==> src/rtl/mem_access_unit_pkg.sv <==
// Shared size codes, FSM encoding and byte-count helper for the
// byte-serial data-memory access unit.
package mem_access_unit_pkg;

  localparam logic [1:0] MR_NONE = 2'b00;
  localparam logic [1:0] MR_HALF = 2'b01;
  localparam logic [1:0] MR_WORD = 2'b10;
  localparam logic [1:0] MR_BYTE = 2'b11;

  localparam logic [1:0] MW_NONE = 2'b00;
  localparam logic [1:0] MW_BYTE = 2'b01;
  localparam logic [1:0] MW_HALF = 2'b10;
  localparam logic [1:0] MW_WORD = 2'b11;

  typedef enum logic [2:0] {
    S_IDLE,
    S_RD,
    S_RD_TAIL,
    S_WR,
    S_FIN
  } state_t;

  // Read and write encodings order the sizes differently.
  function automatic logic [2:0] size_to_bytes(
    input logic       is_wr,
    input logic [1:0] code
  );
    logic [2:0] n;
    n = 3'd0;
    unique case (code)
      2'b01:   n = is_wr ? 3'd1 : 3'd2;
      2'b10:   n = is_wr ? 3'd2 : 3'd4;
      2'b11:   n = is_wr ? 3'd4 : 3'd1;
      default: n = 3'd0;
    endcase
    return n;
  endfunction

endpackage

==> src/rtl/mem_access_unit_load_extend.sv <==
// Sign-extends an assembled load word according to the MemRead code.
// LB extends bit 7, LH extends bit 15, LW passes through.
module mem_load_extend
  import mem_access_unit_pkg::*;
(
  input  logic [1:0]  size,
  input  logic [31:0] word,
  output logic [31:0] ext
);

  always_comb begin
    ext = word;
    unique case (size)
      MR_BYTE: ext = {{24{word[7]}}, word[7:0]};
      MR_HALF: ext = {{16{word[15]}}, word[15:0]};
      default: ext = word;
    endcase
  end

endmodule

==> src/rtl/mem_access_unit.sv <==
// Byte-serial load/store engine for an 8-bit data memory.
// Optional MEM_ALIGN_CHECK_EN rejects misaligned half/word accesses.
module mem_access_unit
  import mem_access_unit_pkg::*;
#(
  parameter int AW = 16,
  parameter int DW = 32
) (
  input  logic          clk,
  input  logic          reset,
  input  logic          start,
  input  logic [1:0]    MemRead,
  input  logic [1:0]    MemWrite,
  input  logic [DW-1:0] addr,
  input  logic [DW-1:0] wdata,
  output logic [DW-1:0] rdata,
  output logic          busy,
  output logic          done,
  output logic          err,
  output logic [AW-1:0] mem_addr,
  output logic          mem_re,
  output logic          mem_we,
  output logic [7:0]    mem_wdata,
  input  logic [7:0]    mem_rdata
);

  state_t      state;
  logic [2:0]  n;
  logic [2:0]  cnt;
  logic [1:0]  rcode;
  logic [1:0]  ridx;
  logic        rvalid;
  logic [31:0] rbuf;
  logic [23:0] wbuf;
  logic [31:0] asm_word;
  logic [31:0] ext_word;
  logic        req_wr;
  logic        req_any;
  logic [2:0]  req_n;
  logic        misal;
  logic        unused_addr;

  assign unused_addr = ^addr[DW-1:AW];

  assign req_wr  = MemWrite != MW_NONE;
  assign req_any = req_wr || (MemRead != MR_NONE);
  assign req_n   = req_wr ? size_to_bytes(1'b1, MemWrite)
                          : size_to_bytes(1'b0, MemRead);

`ifdef MEM_ALIGN_CHECK_EN
  assign misal = ((req_n == 3'd2) && addr[0]) ||
                 ((req_n == 3'd4) && (addr[1:0] != 2'b00));
`else
  assign misal = 1'b0;
`endif

  // Final byte arrives in RD_TAIL; merge it without waiting a cycle.
  always_comb begin
    asm_word = rbuf;
    asm_word[{ridx, 3'b000} +: 8] = mem_rdata;
  end

  mem_load_extend u_ext (
    .size (rcode),
    .word (asm_word),
    .ext  (ext_word)
  );

  always_ff @(posedge clk) begin
    if (reset) begin
      state     <= S_IDLE;
      n         <= 3'd0;
      cnt       <= 3'd0;
      rcode     <= MR_NONE;
      ridx      <= 2'd0;
      rvalid    <= 1'b0;
      rbuf      <= 32'd0;
      wbuf      <= 24'd0;
      rdata     <= '0;
      busy      <= 1'b0;
      done      <= 1'b0;
      err       <= 1'b0;
      mem_addr  <= '0;
      mem_re    <= 1'b0;
      mem_we    <= 1'b0;
      mem_wdata <= 8'd0;
    end else begin
      rvalid <= mem_re;
      if (rvalid && state == S_RD) begin
        rbuf[{ridx, 3'b000} +: 8] <= mem_rdata;
        ridx <= ridx + 2'd1;
      end
      unique case (state)
        S_IDLE: begin
          if (start && req_any) begin
            busy     <= 1'b1;
            cnt      <= 3'd1;
            n        <= req_n;
            rcode    <= MemRead;
            mem_addr <= addr[AW-1:0];
            rbuf     <= 32'd0;
            ridx     <= 2'd0;
            wbuf     <= wdata[31:8];
            if (misal) begin
              state <= S_FIN;
              done  <= 1'b1;
              err   <= 1'b1;
            end else if (req_wr) begin
              state     <= S_WR;
              mem_we    <= 1'b1;
              mem_wdata <= wdata[7:0];
            end else begin
              state  <= S_RD;
              mem_re <= 1'b1;
            end
          end
        end
        S_RD: begin
          if (cnt < n) begin
            mem_addr <= mem_addr + 1'b1;
            cnt      <= cnt + 3'd1;
          end else begin
            mem_re <= 1'b0;
            state  <= S_RD_TAIL;
          end
        end
        S_RD_TAIL: begin
          rdata <= ext_word;
          done  <= 1'b1;
          state <= S_FIN;
        end
        S_WR: begin
          if (cnt < n) begin
            mem_addr  <= mem_addr + 1'b1;
            mem_wdata <= wbuf[7:0];
            wbuf      <= {8'h00, wbuf[23:8]};
            cnt       <= cnt + 3'd1;
          end else begin
            mem_we <= 1'b0;
            done   <= 1'b1;
            state  <= S_FIN;
          end
        end
        S_FIN: begin
          done  <= 1'b0;
          err   <= 1'b0;
          busy  <= 1'b0;
          state <= S_IDLE;
        end
        default: state <= S_IDLE;
      endcase
    end
  end

endmodule
==> config.mk <==
export PLATFORM = sky130hd
export DESIGN_NAME = mem_access_unit
export DESIGN_NICKNAME = d
export VERILOG_FILES = /design/src/rtl/mem_access_unit_pkg.sv /design/src/rtl/mem_access_unit_load_extend.sv /design/src/rtl/mem_access_unit.sv
export SDC_FILE = /design/constraint.sdc
export NUM_CORES = 1
export LEC_CHECK = 0
export CORE_MARGIN = 8
export CORE_UTILIZATION = 45
export CTS_CLUSTER_SIZE = 12
export DETAILED_ROUTE_END_ITERATION = 7
export GPL_ROUTABILITY_DRIVEN = 0
export GPL_TIMING_DRIVEN = 1
export PLACE_DENSITY = 0.86
export REMOVE_ABC_BUFFERS = 1
export SYNTH_ARGS = -nofsm -noshare
export SYNTH_HDL_FRONTEND = slang
export SYNTH_SLANG_ARGS = --single-unit
==> constraint.sdc <==
create_clock -name clk -period 2.7 [get_ports clk]
set_input_delay 0.54 -clock clk [delete_from_list [all_inputs] [get_ports clk]]
set_output_delay 0.54 -clock clk [all_outputs]
set_load 0.01 [all_outputs]
# After elaboration in Yosys (flattened, before gate mapping)
# Cells that the tools add are included.
# op_classes
n_addsub	4
n_reduce_logical	21
mux	40
magnitude_cmp	1
n_eq_ne	19
shift	2
# ops
operator	count
32-bit 2-to-1 mux	3
32-bit case mux with 2 select lines	1
24-bit 2-to-1 mux	2
24-bit case mux with 2 select lines	1
32-bit bitwise mux	1
16-bit 2-to-1 mux	2
16-bit case mux with 2 select lines	1
8-bit by 7-bit variable shift with 32-bit output (first input constant)	1
8-bit by 7-bit indexed part select with 32-bit output	1
8-bit 2-to-1 mux	3
3-bit 2-to-1 mux	6
3-bit case mux with 3 select lines	2
16-bit by 1-bit adder with 16-bit output (second input constant)	1
8-bit case mux with 2 select lines	1
2-bit != test (second input constant)	6
3-bit case mux with 4 select lines	1
4-bit AND reduction	3
2-bit nonzero test	6
2-bit == test (second input constant)	5
3-bit AND reduction	3
2-bit 2-to-1 mux	4
1-bit 2-to-1 mux	7
5-bit negation with 7-bit output	1
2-bit by 1-bit == test with 1-bit output (second input constant)	3
other kinds (16)	22
# word_totals
output_inout_bits	61
inputBits	79
elab_cells	102
reg_bits	130

# Logic depth before layout (Yosys ltp)
# Gate-level depths: netlist (run 1).
# logic_depth
word_depth	6
depth_mapped	9
mapped_depth_nobuf	7

# Modules after synthesis
# Synthesis (run 1) repeated with hierarchy kept, for this count alone.
# hier_totals
cells_unflattened	846
hier_area_um2	6399.9
# modules_own_cells
mod	seq_area_each_um2	area_per_inst_um2	n_inst	cells_per_inst
mem_access_unit	2602.5	6079.6	1	789
mem_load_extend	0.0	320.3	1	57

# Worst setup path after synthesis (run 1)
# No wires, ideal clock.
# synth_timing
path_kind	register to register
from	register ridx[0]
to	register rdata[23]
t_required_ns	2.609
setup_time_ns	0.091
path_buffers	1
slack_ns	0.492
period_less_slack_ns	2.208
path_stages_with_launch	9
t_arrival_ns	2.117
cell_sequence	dfxtp_1 -> inv_1 -> ha_1 -> nor3b_1 -> a31oi_1 -> mux2_2 -> a31o_2 -> buf_2 -> a311oi_1
# synth_between
elab_chain_len	4
elab_cells_between_ends	5
classes_between	add/sub: 1; shift: 2; mux: 2
# synth_lines
item	line	source
from (decl)	mem_access_unit.sv:31	logic [1:0] ridx;
from (signal assigned)	mem_access_unit.sv:91	ridx <= ridx + 2'd1;
5-bit negation with 7-bit output *	mem_access_unit.sv:60	asm_word[{ridx, 3'b000} +: 8] = mem_rdata;
8-bit by 7-bit indexed part select with 32-bit output or 8-bit by 7-bit variable shift with 32-bit output (tied branches)	mem_access_unit.sv:60	
32-bit bitwise mux *	mem_access_unit.sv:60	
32-bit case mux with 2 select lines *	mem_access_unit_load_extend.sv:13	unique case (size)
to (signal assigned)	mem_access_unit.sv:128	rdata <= ext_word;
to (decl)	mem_access_unit.sv:16	output logic [DW-1:0] rdata,
# Mark *: on every way between the ends. The rest lies on a longest branch, timed or not.
# A chain may end at the register's enable or synchronous reset.

# Worst setup path in the final report (run 1)
# layout_timing
from	register ridx[0]
to	register rdata[29]
# Same word-level chain as after synthesis.

==> results of run 1 <==
==> cell type report <==
| cell class | instances | area, um^2 |
|---|---|---|
| fill | 1071 | 4750 |
| multi-input combinational | 492 | 2940 |
| sequential | 130 | 2600 |
| timing repair buffer | 143 | 1410 |
| clock buffer | 19 | 443 |
| tap | 172 | 215 |
| clock inverter | 13 | 209 |
| inverter | 14 | 52.6 |
==> power by group through the flow <==
| stage | combinational [mW] | clock, mW | sequential, mW |
|---|---|---|---|
| final | 0.966 | 2.53 | 2.20 |
| after global routing | 1.06 | 2.63 | 2.22 |
| after CTS | 0.970 | 2.55 | 2.20 |
| after detailed placement | 0.960 | 0 | 2.24 |
| after global placement | 0.942 | 0 | 2.23 |
| after floorplan | 0.452 | 0 | 2.26 |
==> worst min path at each step <==
stage,from,end,slack [ns],cells after the start
finish,rdata[10],rdata[10],0.45,1
global route,rdata[12],rdata[12],0.48,1
CTS,rdata[10],rdata[10],0.46,1
detailed placement,rdata[10],rdata[10],0.44,1
global placement,rdata[12],rdata[12],0.43,1
floorplan,wbuf[16],wbuf[16],0.43,2
==> flip-flops by register name (all words and copies together), names as in the netlist <==
register and flops:
mem_we 1, rbuf 32, rdata 32, cnt 3, mem_re 1, wbuf 24, mem_addr 16, rcode 2
n 3, rvalid 1, state 3, mem_wdata 8, ridx 2, done 1, busy 1
==> cell usage after synthesis, drive strengths merged (3+ instances only) <==
| library cell | instances | area share, % |
|---|---|---|
| a211oi | 33 | 4.3 |
| a21o | 12 | 1.6 |
| a21oi | 52 | 4.8 |
| a221oi | 9 | 1.4 |
| a22oi | 25 | 3.2 |
| a311oi | 43 | 6.8 |
| a31oi | 4 | 0.43 |
| and2 | 4 | 0.43 |
| buf | 19 | 1.9 |
| clkbuf | 31 | 2.0 |
| dfxtp | 130 | 45 |
| ha | 9 | 1.9 |
| inv | 12 | 0.78 |
| nand2 | 82 | 5.3 |
| nand2b | 8 | 0.86 |
| nand3 | 13 | 1.1 |
| nand4 | 5 | 0.54 |
| nor2 | 112 | 7.5 |
| nor2b | 10 | 1.1 |
| nor3 | 22 | 1.9 |
| nor3b | 3 | 0.47 |
| nor4 | 4 | 0.65 |
| o21ai | 10 | 1.1 |
| o32ai | 3 | 0.45 |
==> per-layer routing <==
layer	vias to the layer above	GRT usage [%]	routed length (um)	share of wire, %
li1	2725	-	-	-
met1	2582	23.5	6990	44
met2	154	31.9	7980	50
met3	21	4.89	769	4.8
met4	0	7.17	278	1.7
met5	-	0	0	0
==> logic make-up after synthesis <==
kind of cell	after synthesis	synth area share (%)
fa+ha+maj	9	1.94
buf+inv	64	4.85
flops	130	44.8
other cells	1	0.0646
xor+xnor	4	0.604
mux	2	0.366
simple gates	274	21.6
compound gates	202	25.8
==> cell usage in the layout, fill, tap and decap left out, types with 5 or more instances in the layout <==
cell type,instances
clkbuf_16,17
nand2b_1,8
a22oi_1,25
a211oi_1,33
a221oi_1,9
a311oi_1,42
nor3_1,22
a21oi_1,49
nand3_1,13
dfxtp_1,130
inv_1,11
o21ai_0,6
nor2b_1,10
a21o_1,12
nand2_1,82
ha_1,9
clkdlybuf4s50_1,121
bufinv_16,5
buf_4,18
nand4_1,5
clkinvlp_4,6
nor2_1,111
==> per-stage QoR <==
| step | hold WS, ns | total power [mW] | TNS, ns | util (%) | cell area [um^2] |
|---|---|---|---|---|---|
| floorplan | 0.426 | 2.71 | -69.85 | - | 5580 |
| global placement | 0.432 | 3.18 | 0 | 57.2 | 7210 |
| detailed placement | 0.445 | 3.20 | 0 | 57.2 | 7210 |
| CTS | 0.458 | 5.72 | 0 | 62.3 | 7870 |
| global route | 0.475 | 5.92 | 0 | 62.4 | 7870 |
| finish | 0.455 | 5.70 | 0 | 62.4 | 7870 |
==> qor.txt, run 1 <==
R2R cell count -> 7
CP delay by family, top -> compound AO/OA/AOI/OAI gates
share of power burned in registers -> 38.7%
router iterations before antenna repair -> 5
total CTS buffers -> 17
critical path arrival -> 2.76 ns
CP Launch Point -> ridx[0]
final worst-path cycle share -> 90.4%
Levels on crit path -> 7
nets@finish -> 886
Worst-Skew Late Latency -> 0.42 ns
GRT overflow -> 0
r2r startpoint -> ridx[0]
global-route wire length before repair -> 25800 um
Iter 0 DRT Violations -> 560
Setup crit end kind -> flip-flop
Static Leak -> 2.80 nW
min Tclk post-route -> 2.44 ns
num ports -> 140
clk_skew -> 0.00934 ns
Setup WS post-layout -> 0.259 ns
postcts setup bufs -> 0
register area share after synthesis -> 44.8%
diode count -> 0
H-Tree Depth -> 4
number of synthesized register bits -> 130
Port Buf Inserts -> 122
Die W -> 130 um
Initial Util -> 46.0%
Internal -> 4.20 mW
crit path cell chain -> inv_1 > ha_1 > nor3b_2 > a31oi_1 > mux2_2 > a31o_2 > a311oi_1
Clock Power Share -> 44.4%
CTS tree -> done
fmax -> 410 MHz
Reg2Reg Setup Slack -> 0.26 ns
Worst-path clk slew -> 0.06 ns
Slew HR -> 53.9%
antenna violations before repair -> 0
placed cells -> 951
Max-Cap Viols -> 0
largest net degree at the start of global routing -> 55
pre-CTS setup slack -> 0.0970 ns
vias in the first global route -> 5136
Req. time, crit path -> 3.02 ns
synth warn -> 0
Net Sw Frac -> 26.2%
RSZ-0062 raised after global routing -> no
Worst Path Buf+Inv -> 1
Routed Antenna Nets -> 0
Root Driver -> clkbuf_16
Clock Tree Buf Depth -> 2
critical path type -> flip-flop to flip-flop
HP Class -> flip-flop to flip-flop
Layout Cells excl Fill -> 983
final setup vio count -> 0
row count -> 41
total number of vias -> 5482
HPWL after detailed placement -> 10800 um
hold buffers post-CTS -> 0
Slew @ Worst Pin -> 0.691 ns
Max rail drop VDD -> 468 uV
routed len/inst -> 16.3 um
average cell area after synthesis -> 8.46 um^2
predominant post-synthesis flop cell -> dfxtp_1
Vias/cell -> 5.58
WL final -> 16000 um
asr flop ratio synth -> 0%
CTS sink count -> 130
Fin. Hold Viols -> 0
slowest CP cell -> dfxtp_1
combinational power share -> 17.0%
Chip Height -> 130 um
die area -> 0.0168 mm^2
PwrDens -> 724 mW/mm^2
Max Slew Vio Count -> 0
Sw Pwr -> 1.49 mW
outcome -> finished, final reports clean
drt drc -> 0
GRT Total Usage -> 19.2%
Netlist Area Pre-Place -> 0.00581 mm^2
reg2reg end -> rdata[29]
critical path capture point -> rdata[29]
max incr delay on CP -> 0.45 ns
Post-Syn Instances -> 686
Post-CTS Resized -> 0
library cells used by synthesis -> 61
share of layout cells above drive strength 1 -> 9.12%
core area -> 0.0126 mm^2
EDFF count, synth -> 0
CP max FO -> 16
Setup crit start kind -> flip-flop
synthesis-to-finish area growth -> 35.6%
(Power assumes the default switching activity.)
==> run 2: changes to the inputs <==
- SKIP_LAST_GASP: not set -> 1
- SLEW_MARGIN: not set -> 30
==> results of run 2 <==
Same layout as run 1: the final DEF is identical, and so are final timing and power.
